<file path="src/rtl/icache_refill_unit.sv">
`default_nettype none
// ============================================================================
// Module      : icache_refill_unit
// Description : ICache miss refill engine. Fetches one line per miss as a
//               burst, assembles the beats and writes them to the arrays.
// Revision    : 1.0 - initial release
// ============================================================================

package icache_refill_pkg;

    typedef struct packed {
        int unsigned PLEN;
        int unsigned ICACHE_BYTE_SIZE;
        int unsigned ICACHE_SET_ASSOC;
        int unsigned ICACHE_LINE_WIDTH;
    } user_cfg_t;

    typedef struct packed {
        int unsigned PLEN;
        int unsigned ICACHE_LINE_WIDTH;
        int unsigned ICACHE_INDEX_WIDTH;
        int unsigned ICACHE_OFFSET_WIDTH;
        int unsigned ICACHE_TAG_WIDTH;
        int unsigned ICACHE_SET_ASSOC_WIDTH;
    } cfg_t;

    localparam user_cfg_t c_DEFAULT_USER_CFG = '{
        PLEN:              32,
        ICACHE_BYTE_SIZE:  4096,
        ICACHE_SET_ASSOC:  4,
        ICACHE_LINE_WIDTH: 256
    };

    // Index counts set-select bits only; the tag is everything above them.
    function automatic cfg_t build_config(input user_cfg_t u);
        cfg_t c;
        c.PLEN                   = u.PLEN;
        c.ICACHE_LINE_WIDTH      = u.ICACHE_LINE_WIDTH;
        c.ICACHE_OFFSET_WIDTH    = $clog2(u.ICACHE_LINE_WIDTH / 8);
        c.ICACHE_INDEX_WIDTH     = $clog2(u.ICACHE_BYTE_SIZE / u.ICACHE_SET_ASSOC)
                                   - c.ICACHE_OFFSET_WIDTH;
        c.ICACHE_TAG_WIDTH       = u.PLEN - c.ICACHE_INDEX_WIDTH - c.ICACHE_OFFSET_WIDTH;
        c.ICACHE_SET_ASSOC_WIDTH = (u.ICACHE_SET_ASSOC > 1) ? $clog2(u.ICACHE_SET_ASSOC) : 1;
        return c;
    endfunction

endpackage

module icache_refill_unit #(
    parameter icache_refill_pkg::cfg_t CFG =
        icache_refill_pkg::build_config(icache_refill_pkg::c_DEFAULT_USER_CFG),
    parameter int unsigned BUS_WIDTH = 32
) (
    input  logic                                  clk_i,
    input  logic                                  rst_i,
    input  logic                                  flush_i,
    input  logic                                  miss_req_valid_i,
    output logic                                  miss_req_ready_o,
    input  logic [CFG.PLEN-1:0]                   miss_req_paddr_i,
    input  logic [CFG.ICACHE_SET_ASSOC_WIDTH-1:0] miss_req_way_i,
    output logic                                  mem_req_valid_o,
    input  logic                                  mem_req_ready_i,
    output logic [CFG.PLEN-1:0]                   mem_req_addr_o,
    output logic [7:0]                            mem_req_len_o,
    input  logic                                  mem_rsp_valid_i,
    output logic                                  mem_rsp_ready_o,
    input  logic [BUS_WIDTH-1:0]                  mem_rsp_data_i,
    input  logic                                  mem_rsp_last_i,
    output logic                                  refill_valid_o,
    output logic [CFG.ICACHE_INDEX_WIDTH-1:0]     refill_index_o,
    output logic [CFG.ICACHE_TAG_WIDTH-1:0]       refill_tag_o,
    output logic [CFG.ICACHE_SET_ASSOC_WIDTH-1:0] refill_way_o,
    output logic [CFG.ICACHE_LINE_WIDTH-1:0]      refill_data_o,
    output logic                                  busy_o
);

    localparam int unsigned c_PLEN   = CFG.PLEN;
    localparam int unsigned c_OFF    = CFG.ICACHE_OFFSET_WIDTH;
    localparam int unsigned c_IDX    = CFG.ICACHE_INDEX_WIDTH;
    localparam int unsigned c_TAG    = CFG.ICACHE_TAG_WIDTH;
    localparam int unsigned c_BEATS  = CFG.ICACHE_LINE_WIDTH / BUS_WIDTH;
    localparam int unsigned c_CNT_W  = (c_BEATS > 1) ? $clog2(c_BEATS) : 1;

    localparam logic [c_CNT_W-1:0] c_LAST_BEAT = c_CNT_W'(c_BEATS - 1);
    localparam logic [c_PLEN-1:0]  c_LINE_MASK = ~c_PLEN'((64'd1 << c_OFF) - 64'd1);

    localparam logic [2:0] c_S_IDLE  = 3'd0;
    localparam logic [2:0] c_S_REQ   = 3'd1;
    localparam logic [2:0] c_S_RESP  = 3'd2;
    localparam logic [2:0] c_S_WRITE = 3'd3;
    localparam logic [2:0] c_S_DRAIN = 3'd4;

    logic [2:0]                            r_state;
    logic [c_PLEN-1:0]                     r_addr;
    logic [CFG.ICACHE_SET_ASSOC_WIDTH-1:0] r_way;
    logic [c_CNT_W-1:0]                    r_cnt;
    logic [CFG.ICACHE_LINE_WIDTH-1:0]      r_line;

    always_ff @(posedge clk_i or posedge rst_i) begin
        if (rst_i) begin
            r_state <= c_S_IDLE;
            r_addr  <= '0;
            r_way   <= '0;
            r_cnt   <= '0;
            r_line  <= '0;
        end else begin
            case (r_state)
                c_S_IDLE: begin
                    if (miss_req_valid_i && !flush_i) begin
                        r_addr  <= miss_req_paddr_i & c_LINE_MASK;
                        r_way   <= miss_req_way_i;
                        r_cnt   <= '0;
                        r_state <= c_S_REQ;
                    end
                end
                c_S_REQ: begin
                    // A request already handed to memory must have its beats drained.
                    if (mem_req_ready_i) begin
                        r_state <= flush_i ? c_S_DRAIN : c_S_RESP;
                    end else if (flush_i) begin
                        r_state <= c_S_IDLE;
                    end
                end
                c_S_RESP: begin
                    if (flush_i) begin
                        if (mem_rsp_valid_i && mem_rsp_last_i) begin
                            r_state <= c_S_IDLE;
                        end else begin
                            r_state <= c_S_DRAIN;
                        end
                    end else if (mem_rsp_valid_i) begin
                        r_line[r_cnt*BUS_WIDTH +: BUS_WIDTH] <= mem_rsp_data_i;
                        r_cnt <= r_cnt + 1'b1;
                        if (r_cnt == c_LAST_BEAT) begin
                            r_state <= c_S_WRITE;
                        end
                    end
                end
                c_S_WRITE: begin
                    r_state <= c_S_IDLE;
                end
                c_S_DRAIN: begin
                    if (mem_rsp_valid_i && mem_rsp_last_i) begin
                        r_state <= c_S_IDLE;
                    end
                end
                default: begin
                    r_state <= c_S_IDLE;
                end
            endcase
        end
    end

    assign miss_req_ready_o = (r_state == c_S_IDLE) && !flush_i;
    assign busy_o           = (r_state != c_S_IDLE);
    assign mem_req_valid_o  = (r_state == c_S_REQ);
    assign mem_req_addr_o   = r_addr;
    assign mem_req_len_o    = 8'(c_BEATS - 1);
    assign mem_rsp_ready_o  = (r_state == c_S_RESP) || (r_state == c_S_DRAIN);
    assign refill_valid_o   = (r_state == c_S_WRITE);
    assign refill_index_o   = r_addr[c_OFF +: c_IDX];
    assign refill_tag_o     = r_addr[c_PLEN-1 -: c_TAG];
    assign refill_way_o     = r_way;
    assign refill_data_o    = r_line;

endmodule
`default_nettype wire
</file>
<file path="config.mk">
export PLATFORM = sky130hd
export DESIGN_NAME = icache_refill_unit
export DESIGN_NICKNAME = d
export VERILOG_FILES = /design/src/rtl/icache_refill_unit.sv
export SDC_FILE = /design/constraint.sdc
export NUM_CORES = 1
export LEC_CHECK = 0
export BUFFER_PORTS_ARGS = -buffer_cell sky130_fd_sc_hd__buf_2
export CORE_MARGIN = 1
export CORE_UTILIZATION = 46
export CTS_CLUSTER_SIZE = 16
export DETAILED_ROUTE_END_ITERATION = 16
export PLACE_DENSITY = 0.76
export SLEW_MARGIN = 5
export SYNTH_ARGS = -nofsm -noshare
export SYNTH_HDL_FRONTEND = slang
export SYNTH_SLANG_ARGS = --single-unit
</file>
<file path="constraint.sdc">
create_clock -name clk_i -period 9.5 [get_ports clk_i]
set_input_delay 1.9 -clock clk_i [delete_from_list [all_inputs] [get_ports clk_i]]
set_output_delay 1.9 -clock clk_i [all_outputs]
set_load 0.01 [all_outputs]
</file>
==> results summary <==
The flow ran to the end, and the final reports show no timing, DRC or antenna violations. The number of distinct library cells after synthesis came out at 37. After clock tree synthesis, the repair step resized 0 gates. The largest fanout on the critical path is 6. The number of buffers and inverters on the critical path came out at 2. Across all hold checks on the routed design, the worst slack comes to 0.484 ns. The total power consumption of the routed design came out at 3.40 mW. The final RePlAce weighted congestion came out at 0.806. The static leakage power came out at just over 8 nW.

Setup slack closes at 4.90 ns. The remaining antenna violation count after routing came out at 0. The TritonCTS buffer count came out at 34. The number of buffer cells added on primary ports came out at about 380. The main combinational cell family by area after synthesis is multiplexers. The die is between 150 and 200 um tall. Setup repair after global routing left no endpoint under its margin. The routed wire length per instance came out at 20.2 um. The share of the clock period used by the worst path after layout is 0.484.

Compared with the post-synthesis result, the final layout area differs by 24.5%. The per-cell via count in the routed design came out at 5.07. The CTS clock-pin slew for the worst setup and hold paths is approximately 0.06 ns.

In this run the standard cell core region covers ~27000 um2. The mux contribution to synthesized area came out at 0.280. The total of warnings raised by yosys came out at 0.

Of the cells placed in the final design, the portion with a size suffix greater than 1 is 0.560. The most numerous cell on the critical path is sky130_fd_sc_hd__buf_2. Setup violations remaining at the end of the flow were counted as 0. The largest net degree at the start of global routing is between 150 and 200. In this run, the number of DRC markers left after iteration 0 of detailed routing was 419. The horizontal die dimension is 167 um. The synthesized area came out at 12600 um2. The placement row count came out at 60.

The maximum VDD drop came out at 0.121 mV. The net count reported at finish is roughly 1300. The required time of the worst setup path is 7.60 ns.

The via count of the first global-routing pass is 8430. The worst setup path is launched from an input port. The max-cap check violation count came out at 0.

Counting tap cells, the placed design contains a total of between 1500 and 2000 instances. After routing, the total negative slack on setup checks comes to 0 ns. The final critical path time including I/O delays and setup came out at 4.60 ns.

The number of top-level pins came out at 403. The post-synthesis xor/xnor area fraction is 0.000696. The CTS sink count came out at 291. The first TritonRoute pass finished after 4 iterations.

The H-tree was split into 2 levels. The sequential-to-total area share from yosys stat is 0.579. Of the total synthesized cell area, the portion taken by AND, OR, NAND and NOR gates is 0.0685. The delay contributed by the slowest stage of the critical path came out at 0.44 ns. The wire length of the first global-routing pass is 50300 um.

The upper clock frequency limit is roughly 0.22 GHz. The worst endpoint data arrival time came out at 2.70 ns. The number of filler instances in the final layout came out at 2178.

The total vias in the final route is 8142. Broken down by cell family, the worst path's largest delay share belongs to simple AND/OR/NAND/NOR gates. In this run the clock root is driven by a sky130_fd_sc_hd__clkbuf_16. TritonCTS built the clock tree.

Dividing total power by cell area gives a power density of 217 nW/um2. The overall routed net length came out at ~32000 um. In this run the deepest clock path goes through 3 buffers. The synthesized-area fraction occupied by ao, oa, aoi and oai cells is 0.00616. The clock tree skew after final layout came out at 0.0249 ns. The count of endpoints failing hold in the final timing report is 0. The number of buffers inserted for hold repair after clock tree synthesis came out at 0. The standard cell area after detailed placement came out at 14500 um2.

On the critical path, the stage with the largest delay is an instance of sky130_fd_sc_hd__nor4_1. The number of remaining DRC errors came out at 0. The synthesized area per cell is 14.3 um2. By startpoint and endpoint, the worst setup path is classified as input port to output port. The area share of fa/ha/maj cells after synthesis is 0.00696. The clock reaches the later pin of the worst-skew pair after around 0.51 ns. The starting density of the core came out at 0.468.

The critical path goes through buf_2, nor4_1, buf_2. The final max-slew violation count is 0. The overall track demand over capacity in global routing is 0.231. The utilization after layout is 0.583. STA classifies the critical path endpoint as an output port. The pin slew with the least headroom to its limit is roughly 1.2 ns. The overall die area came out at 28000 um2. The post-detailed-placement half-perimeter wirelength is 22300 um.

The antenna diode count came out at 0. The number of register bits inferred by synthesis is ~290. The worst hold path class is register to register. The worst setup slack before clock tree synthesis is about 4.4 ns. The relative max-transition margin is 0.192. The final instance area came out at ~16000 um2. The initial antenna violation count is 0.

Summed over all layers, the global routing overflow is 0. Synthesis produced a netlist whose cell count is between 800 and 900. The number of cells in the finished layout apart from fillers came out at 1606.

Buffers added to address setup during post-CTS repair amount to 0.
[path summary, 6_finish.rpt]
path                                                      from                             end  slack (ns)  cells past startpoint
max in group asynchronous                                rst_i   refill_data_o[89]$_DFFE_PP0P_        6.39                      4
worst min register to register  refill_data_o[192]$_DFFE_PP0P_  refill_data_o[192]$_DFFE_PP0P_        0.48                      1
worst max-delay path                                   flush_i                miss_req_ready_o        4.90                      3
min in group asynchronous                                rst_i  refill_data_o[123]$_DFFE_PP0P_        1.68                      3
worst max register to register          r_state[2]$_DFFE_PP0P_  refill_data_o[190]$_DFFE_PP0P_        5.97                      4
worst min-delay path            refill_data_o[192]$_DFFE_PP0P_  refill_data_o[192]$_DFFE_PP0P_        0.48                      1
[layout make-up]
class / count / area (um2) / share of cell area
inverter: 37 / 143 / 0.00910
sequential: 291 / 7280 / 0.465
clock buffer: 49 / 1010 / 0.0645
clock inverter: 11 / 144 / 0.00918
timing repair buffer: 397 / 2030 / 0.130
tap: 341 / 427 / 0.0272
multi-input combinational: 480 / 4630 / 0.296
[routing by layer]
metal  vias to the layer above  global-route usage  part of all wire
li1                       3658                   -                 -
met4                         0              0.0658             0.024
met2                       251               0.381              0.48
met5                         -                   0                 0
met3                        55              0.0440             0.051
met1                      4178               0.312              0.44
[cell usage in the layout (no fill, tap or decap), drive strengths merged, types with 3 or more instances in the layout]
master and instances:
buf 397, dfrtp 291, mux2 254, nor2 100, clkbuf 49, inv 38, nand2b 36, mux2i 32
conb 13, ha 7, nand2 7, nor4 5, clkinv 5, nor3 5, a22o 3, bufinv 3
[sequential cells by signal (all words and copies together) (netlist names)]
signal          cells
refill_data_o     256
mem_req_addr_o     27
r_cnt               3
r_state             3
refill_way_o        2
[power breakdown]
| group | switching (mW) | internal, mW |
|---|---|---|
| clock network | 0.513 | 0.825 |
| registers | 0.0914 | 1.38 |
| logic | 0.311 | 0.287 |
[synthesized netlist by cell type, drive strengths merged]
library cell	count	area share
nand2b	36	0.018
dfrtp	291	0.58
nand3b	1	0.00060
nor4b	1	0.00070
a211oi	2	0.0012
buf	69	0.043
xnor2	1	0.00070
nor2	100	0.030
or3	1	0.00050
or4b	2	0.0016
nand2	7	0.0021
nor3	5	0.0046
mux2	254	0.25
inv	37	0.011
nor2b	1	0.00050
and2	1	0.00050
conb	2	0.00060
nor4	5	0.0073
a21o	1	0.00060
a2111o	1	0.00089
o21ai	1	0.00040
mux2i	32	0.025
nor3b	2	0.0012
nand4bb	1	0.00089
nand3	1	0.00040
ha	7	0.0070
a22o	3	0.0021
clkbuf	16	0.0048
o31ai	1	0.00099
[cells by family after synthesis]
family / Yosys count
buf+inv: 122
flops: 291
xor+xnor: 1
mux: 286
compound gates: 9
fa+ha+maj: 7
simple gates: 164
other cells: 2
[worst register-to-register path, stage by stage, from the launching register on]
cell and delay [ns]:
sky130_fd_sc_hd__dfrtp_1 0.50, sky130_fd_sc_hd__or4b_1 0.89, sky130_fd_sc_hd__nor4_4 1.05, sky130_fd_sc_hd__buf_4 0.59, sky130_fd_sc_hd__mux2_2 0.40
No activity file was read; power rests on OpenSTA's default activity.
